===== config.mk =====
export PLATFORM = sky130hd
export DESIGN_NAME = char_scroller
export DESIGN_NICKNAME = d
export VERILOG_FILES = /design/src/rtl/char_scroller.sv
export SDC_FILE = /design/constraint.sdc
export NUM_CORES = 1
export LEC_CHECK = 0
export ABC_AREA = 1
export BUFFER_PORTS_ARGS = -buffer_cell sky130_fd_sc_hd__buf_4
export CAP_MARGIN = 10
export CORE_ASPECT_RATIO = 1.1
export CORE_MARGIN = 1
export CORE_UTILIZATION = 53
export CTS_CLUSTER_DIAMETER = 40
export DETAILED_ROUTE_END_ITERATION = 12
export GPL_TIMING_DRIVEN = 1
export PLACE_DENSITY = 0.78
export SLEW_MARGIN = 20
export SYNTH_ARGS = -nofsm -noshare
export SYNTH_HDL_FRONTEND = slang
export SYNTH_SLANG_ARGS = --single-unit

===== constraint.sdc =====
create_clock -name Clock -period 2.4 [get_ports Clock]
set_input_delay 0.24 -clock Clock [delete_from_list [all_inputs] [get_ports Clock]]
set_output_delay 0.24 -clock Clock [all_outputs]
set_load 0.02 [all_outputs]

===== src/rtl/char_scroller.sv =====
// Scrolling multi-digit 7-segment message display fed from a synchronous (1-clock) message memory.
// Latency: an advance moves Pos on its own edge; HEX updates NUM_DIGITS+2 edges after the fetch starts.
// Backpressure: advances arriving mid-fetch still move Pos; one refetch is queued (pending is one deep).
//
// Ports:
//   Clock, Reset      - clock and synchronous active-high reset
//   Enable            - auto-scroll on prescaled tick (prescaler held at 0 when low)
//   Step              - key level; every rising edge requests one advance
//   Dir               - 0: Pos+1 (scroll left), 1: Pos-1 (scroll right)
//   mem_addr/mem_rdata- message memory read port, data valid one clock after the address
//   HEX               - active-low {g,f,e,d,c,b,a} per digit, top digit shows char at Pos
//   Pos               - current window start index
//   Frame             - one-cycle pulse during the commit of a new frame
//   Busy              - high while characters are being fetched
module char_scroller #(
    parameter int NUM_DIGITS = 6,
    parameter int MSG_LEN    = 32,
    parameter int ADDR_W     = 5,
    parameter int TICK_DIV   = 25000000
) (
    input  logic                    Clock,
    input  logic                    Reset,
    input  logic                    Enable,
    input  logic                    Step,
    input  logic                    Dir,
    output logic [ADDR_W-1:0]       mem_addr,
    input  logic [7:0]              mem_rdata,
    output logic [7*NUM_DIGITS-1:0] HEX,
    output logic [ADDR_W-1:0]       Pos,
    output logic                    Frame,
    output logic                    Busy
);

    localparam int CW = $clog2(NUM_DIGITS + 1);
    localparam int PW = $clog2(TICK_DIV);
    localparam logic [ADDR_W-1:0] LAST = ADDR_W'(MSG_LEN - 1);

    typedef enum logic [1:0] {
        S_IDLE,
        S_FETCH,
        S_COMMIT
    } state_t;

    state_t              state_q, state_d;
    logic [CW-1:0]       cnt_q, cnt_d;       // fetch cycle index 0..NUM_DIGITS
    logic [ADDR_W-1:0]   fa_q, fa_d;         // running fetch address
    logic                pend_q, pend_d;     // one refetch queued
    logic                kick_q, kick_d;     // forces the first fetch after reset
    logic [PW-1:0]       presc_q;
    logic                step_q;
    logic [ADDR_W-1:0]   pos_q;
    logic [6:0]          stage [NUM_DIGITS];
    logic [7*NUM_DIGITS-1:0] hex_q;

    logic                tick;
    logic                step_rise;
    logic                advance;
    logic [ADDR_W-1:0]   pos_inc, pos_dec, pos_nxt, fa_inc;

    function automatic logic [6:0] seg7(input logic [7:0] c);
        case (c)
            8'h41:   seg7 = 7'b0001000; // A
            8'h62:   seg7 = 7'b0000011; // b
            8'h43:   seg7 = 7'b1000110; // C
            8'h64:   seg7 = 7'b0100001; // d
            8'h45:   seg7 = 7'b0000110; // E
            8'h46:   seg7 = 7'b0001110; // F
            8'h67:   seg7 = 7'b0010000; // g
            8'h68:   seg7 = 7'b0001011; // h
            8'h30:   seg7 = 7'b1000000;
            8'h31:   seg7 = 7'b1111001;
            8'h32:   seg7 = 7'b0100100;
            8'h33:   seg7 = 7'b0110000;
            8'h34:   seg7 = 7'b0011001;
            8'h35:   seg7 = 7'b0010010;
            8'h36:   seg7 = 7'b0000010;
            8'h37:   seg7 = 7'b1111000;
            8'h38:   seg7 = 7'b0000000;
            8'h39:   seg7 = 7'b0010000;
            default: seg7 = 7'b1111111;
        endcase
    endfunction

    // A tick and a step rise on the same edge merge into a single advance.
    assign tick      = Enable && (presc_q == PW'(TICK_DIV - 1));
    assign step_rise = Step && !step_q;
    assign advance   = tick || step_rise;

    assign pos_inc = (pos_q == LAST) ? '0 : pos_q + ADDR_W'(1);
    assign pos_dec = (pos_q == '0) ? LAST : pos_q - ADDR_W'(1);
    assign pos_nxt = advance ? (Dir ? pos_dec : pos_inc) : pos_q;
    assign fa_inc  = (fa_q == LAST) ? '0 : fa_q + ADDR_W'(1);

    assign HEX = hex_q;
    assign Pos = pos_q;

    always_ff @(posedge Clock) begin
        if (Reset) begin
            state_q <= S_IDLE;
            cnt_q   <= '0;
            fa_q    <= '0;
            pend_q  <= 1'b0;
            kick_q  <= 1'b1;
            presc_q <= '0;
            step_q  <= Step;   // primed so a key held through reset is not an edge
            pos_q   <= '0;
        end else begin
            state_q <= state_d;
            cnt_q   <= cnt_d;
            fa_q    <= fa_d;
            pend_q  <= pend_d;
            kick_q  <= kick_d;
            step_q  <= Step;
            pos_q   <= pos_nxt;
            if (!Enable || tick) begin
                presc_q <= '0;
            end else begin
                presc_q <= presc_q + PW'(1);
            end
        end
    end

    // Fetch walks NUM_DIGITS addresses; data lands one cycle later, so the
    // state spans NUM_DIGITS+1 cycles. A fetch entered from IDLE or COMMIT
    // latches pos_nxt so an advance on the entry edge is already included.
    always_comb begin
        state_d  = state_q;
        cnt_d    = cnt_q;
        fa_d     = fa_q;
        pend_d   = pend_q;
        kick_d   = kick_q;
        mem_addr = '0;
        Busy     = 1'b0;
        Frame    = 1'b0;
        case (state_q)
            S_IDLE: begin
                if (kick_q || advance) begin
                    state_d = S_FETCH;
                    cnt_d   = '0;
                    fa_d    = pos_nxt;
                    kick_d  = 1'b0;
                end
            end
            S_FETCH: begin
                Busy = 1'b1;
                if (cnt_q < CW'(NUM_DIGITS)) begin
                    mem_addr = fa_q;
                end
                if (advance) begin
                    pend_d = 1'b1;
                end
                if (cnt_q == CW'(NUM_DIGITS)) begin
                    state_d = S_COMMIT;
                end else begin
                    cnt_d = cnt_q + CW'(1);
                    fa_d  = fa_inc;
                end
            end
            S_COMMIT: begin
                Frame = 1'b1;
                if (pend_q || advance) begin
                    state_d = S_FETCH;
                    cnt_d   = '0;
                    fa_d    = pos_nxt;
                    pend_d  = 1'b0;
                end else begin
                    state_d = S_IDLE;
                end
            end
            default: state_d = S_IDLE;
        endcase
    end

    // Staging holds decoded segments; the display register only changes as a
    // whole on leaving COMMIT so no partial frame is ever visible.
    always_ff @(posedge Clock) begin
        if (Reset) begin
            hex_q <= '1;
            for (int i = 0; i < NUM_DIGITS; i++) begin
                stage[i] <= 7'b1111111;
            end
        end else begin
            if (state_q == S_FETCH) begin
                for (int i = 0; i < NUM_DIGITS; i++) begin
                    if (cnt_q == CW'(i + 1)) begin
                        stage[i] <= seg7(mem_rdata);
                    end
                end
            end
            if (state_q == S_COMMIT) begin
                for (int d = 0; d < NUM_DIGITS; d++) begin
                    hex_q[7*d +: 7] <= stage[NUM_DIGITS-1-d];
                end
            end
        end
    end

endmodule


==> impl_metrics.yaml <==
status:
  status: "complete, no violations"
global_route:
  overflow: 0
  grt_max_degree: 43
  grt_first_pass_wirelength_um: 21560
  grt.total_usage_pct: 24.54
  grt_pass1_vias: 4713
  antenna_found_initial: 0
drt:
  wirelength_um: 12920
  ant_nets: 0
  vias_per_cell: 5.319
  wl_per_cell_um: 13.78
  dr.pass1.iters: 7
  vias: 4984
  drc: 0
  drt_iter0_drc: 369
setup_path:
  crit_path_start: "presc_q[0]"
  r2r_end: "fa_q[2]"
  worstPathRequired_ns: 2.71
  crit_path_start_kind: "register"
  cp_max_fo: 8
  worstSetupPathType: "reg2reg"
  end_kind: "register"
  r2r-start: "presc_q[0]"
  rr_worst_depth: 12
  r2r_slack_ns: 0.44
  worstPathArrival_ns: 2.26
  endpoint: "fa_q[2]"
synth:
  synth_fp_nets: 725
  yosysWarnings: 0
  synth_cells: 701
  synth_area_leaders: "dfxtp_1 (30%), edfxtp_1 (22%), nand2_1 (12%)"
  synth.distinct_cells: 38
  syn_avg_cell_area_um2: 8.193
  synth-seq-cells: 127
  syn_area_um2: 5743
  yosys.area.top_type: "dfxtp_1"
  seq_area_frac_synth_pct: 51.59
  synth_top_area_share_pct: 29.63
timing:
  hold_violations: 0
  worst_pin_slew_ns: 1.006
  fmax_mhz: 511.2
  rsz0062_at_grt: "false"
  drv_slew: 0
  setup_violations: 0
  finClkSkew_ns: 0.008037
  min_period_over_period_pct: 81.51
  tns_ns: 0
  period_minus_slack_ns: 1.956
  slew_headroom_pct: 32.39
pwr:
  power_mw: 4.915
  ir_drop_v: 0.0003900
  combPwrFrac_pct: 7.0
  switching_share_pct: 22.41
  seqPwrFrac_pct: 46.3
  cellPowerDensity_nw_per_um2: 702.5
  p_switching_mw: 1.101
  p_leak_nw: 2.842
  clkPwrFrac_pct: 46.8
  p_int_mw: 3.814
clock_tree:
  cts_sinks: 127
  clkLatencyLatePin_ns: 0.41
  path_clk_slew_ns: 0.05
  cts_resized: 0
  cts-root-buf: "clkbuf_16"
  cts_tree: "done"
  cts_buffers: 17
  clockBufferDepth: 2
  h-tree-depth: 4
floorplanning:
  die_h_um: 111.2
  start_util_pct: 55.00
  boundaryPins: 67
  design.die.area_um2: 11260
  std_cell_rows: 39
  coreArea_um2: 10440
  die_x_um: 101.3
place:
  gp_congestion: 0.9046
  numPlacedInstances: 904
  hpwl_um: 9083
  io_buffer_count: 66
cells_and_area:
  fin_cells: 937
  layout_common_cells: "nand2_1 (181), nand3_1 (107), dfxtp_1 (85), buf_4 (83), nor2_1 (81)"
  final_nets: 805
  syn_to_final_growth_pct: 21.83
  post-route-util_pct: 67.00
  num_antenna_cells: 0
  fill_cells: 883
  layout_commonest_cell: "nand2_1"
  drive_gt1_share_pct: 17.76
hold_path:
  hold_class: "in2reg"
flow_run:
  drv_cap: 0
[cell usage after synthesis, drive strengths merged]
| master | instances |
|---|---|
| nand4 | 19 |
| o21ai | 8 |
| nor3b | 4 |
| ha | 11 |
| nand3 | 112 |
| clkbuf | 14 |
| nor3 | 15 |
| nor4 | 3 |
| a32oi | 1 |
| dfxtp | 85 |
| o22ai | 2 |
| inv | 53 |
| clkinv | 2 |
| a31oi | 2 |
| o221ai | 1 |
| o31ai | 2 |
| nand2 | 184 |
| or2 | 5 |
| buf | 10 |
| a21o | 1 |
| edfxtp | 42 |
| o21bai | 4 |
| a21oi | 20 |
| o21a | 2 |
| a211oi | 1 |
| nor2 | 88 |
| xor2 | 10 |
[state kept, by name, indices dropped and copies added (netlist names)]
signal	flops
kick_q	1
stage	42
cnt_q	3
HEX	42
pend_q	1
Pos	5
state_q	2
step_q	1
presc_q	25
fa_q	5
[cells by family after synthesis]
family,count (synthesis),synth area share (%)
AOI/OAI and AO/OA,44,4.488
adders and majority gates,11,2.396
xor gates and xnor gates,10,1.525
and+or+nand+nor,430,34.29
DFF,127,51.59
buffers and inverters,79,5.708
[worst min-delay path by stage]
stage	depth (start not counted)	slack [ns]	to	from
after floorplan	0	0.27	step_q	Step
after global placement	1	0.36	step_q	Step
after detailed placement	1	0.36	step_q	Step
after CTS	2	0.11	pend_q	Reset
after global routing	2	0.12	pend_q	Reset
final	2	0.13	Pos[0]	Reset
[power groups by stage]
stage / logic, mW / clock network [mW] / registers, mW
floorplan: 0.229 / 0 / 2.32
global route: 0.384 / 2.42 / 2.28
finish: 0.343 / 2.30 / 2.27
global placement: 0.328 / 0 / 2.31
detailed placement: 0.337 / 0 / 2.32
CTS: 0.342 / 2.33 / 2.27
[through the flow]
step	hold WS [ns]	cell area, µm²	setup WS, ns
after floorplan	0.2677	5743	0.6557
after global placement	0.3564	6444	0.5062
after detailed placement	0.3590	6444	0.4938
after CTS	0.1141	6997	0.4602
after global routing	0.1241	6997	0.2691
final	0.1307	6997	0.4437
[layout make-up]
class	instances	area, µm²	share of cell area (%)
clock buffer	26	509.2	7.278
tap	143	178.9	2.557
sequential	127	2963	42.35
timing repair buffer	85	653.1	9.335
multi-input combinational	495	2452	35.05
inverter	55	206.4	2.951
clock inverter	6	33.78	0.4828
[routing by layer]
layer / GRT usage [%] / share of wire [%]
met1: 29.96 / 42
met3: 5.107 / 4.8
met4: 9.082 / 1.9
met2: 42.09 / 51
met5: 0 / 0
[repair_timing]
action,CTS,global route
endpoints found under the setup margin,0,0
hold endpoints to repair,1,0
hold buffers,1,0
buffers inserted,0,0
[critical path: stages (launching register included)]
cell and delay (ns):
dfxtp_1 0.35, ha_1 0.22, nand2_1 0.09, nor2_1 0.09, nand3_1 0.09, nor2_2 0.22
nand3_4 0.18, nand2_1 0.21, nand2_1 0.12, nand3_1 0.09, nand2_1 0.05, nor2_1 0.08
nor2_1 0.05
Power figures use the tool's default switching activity.
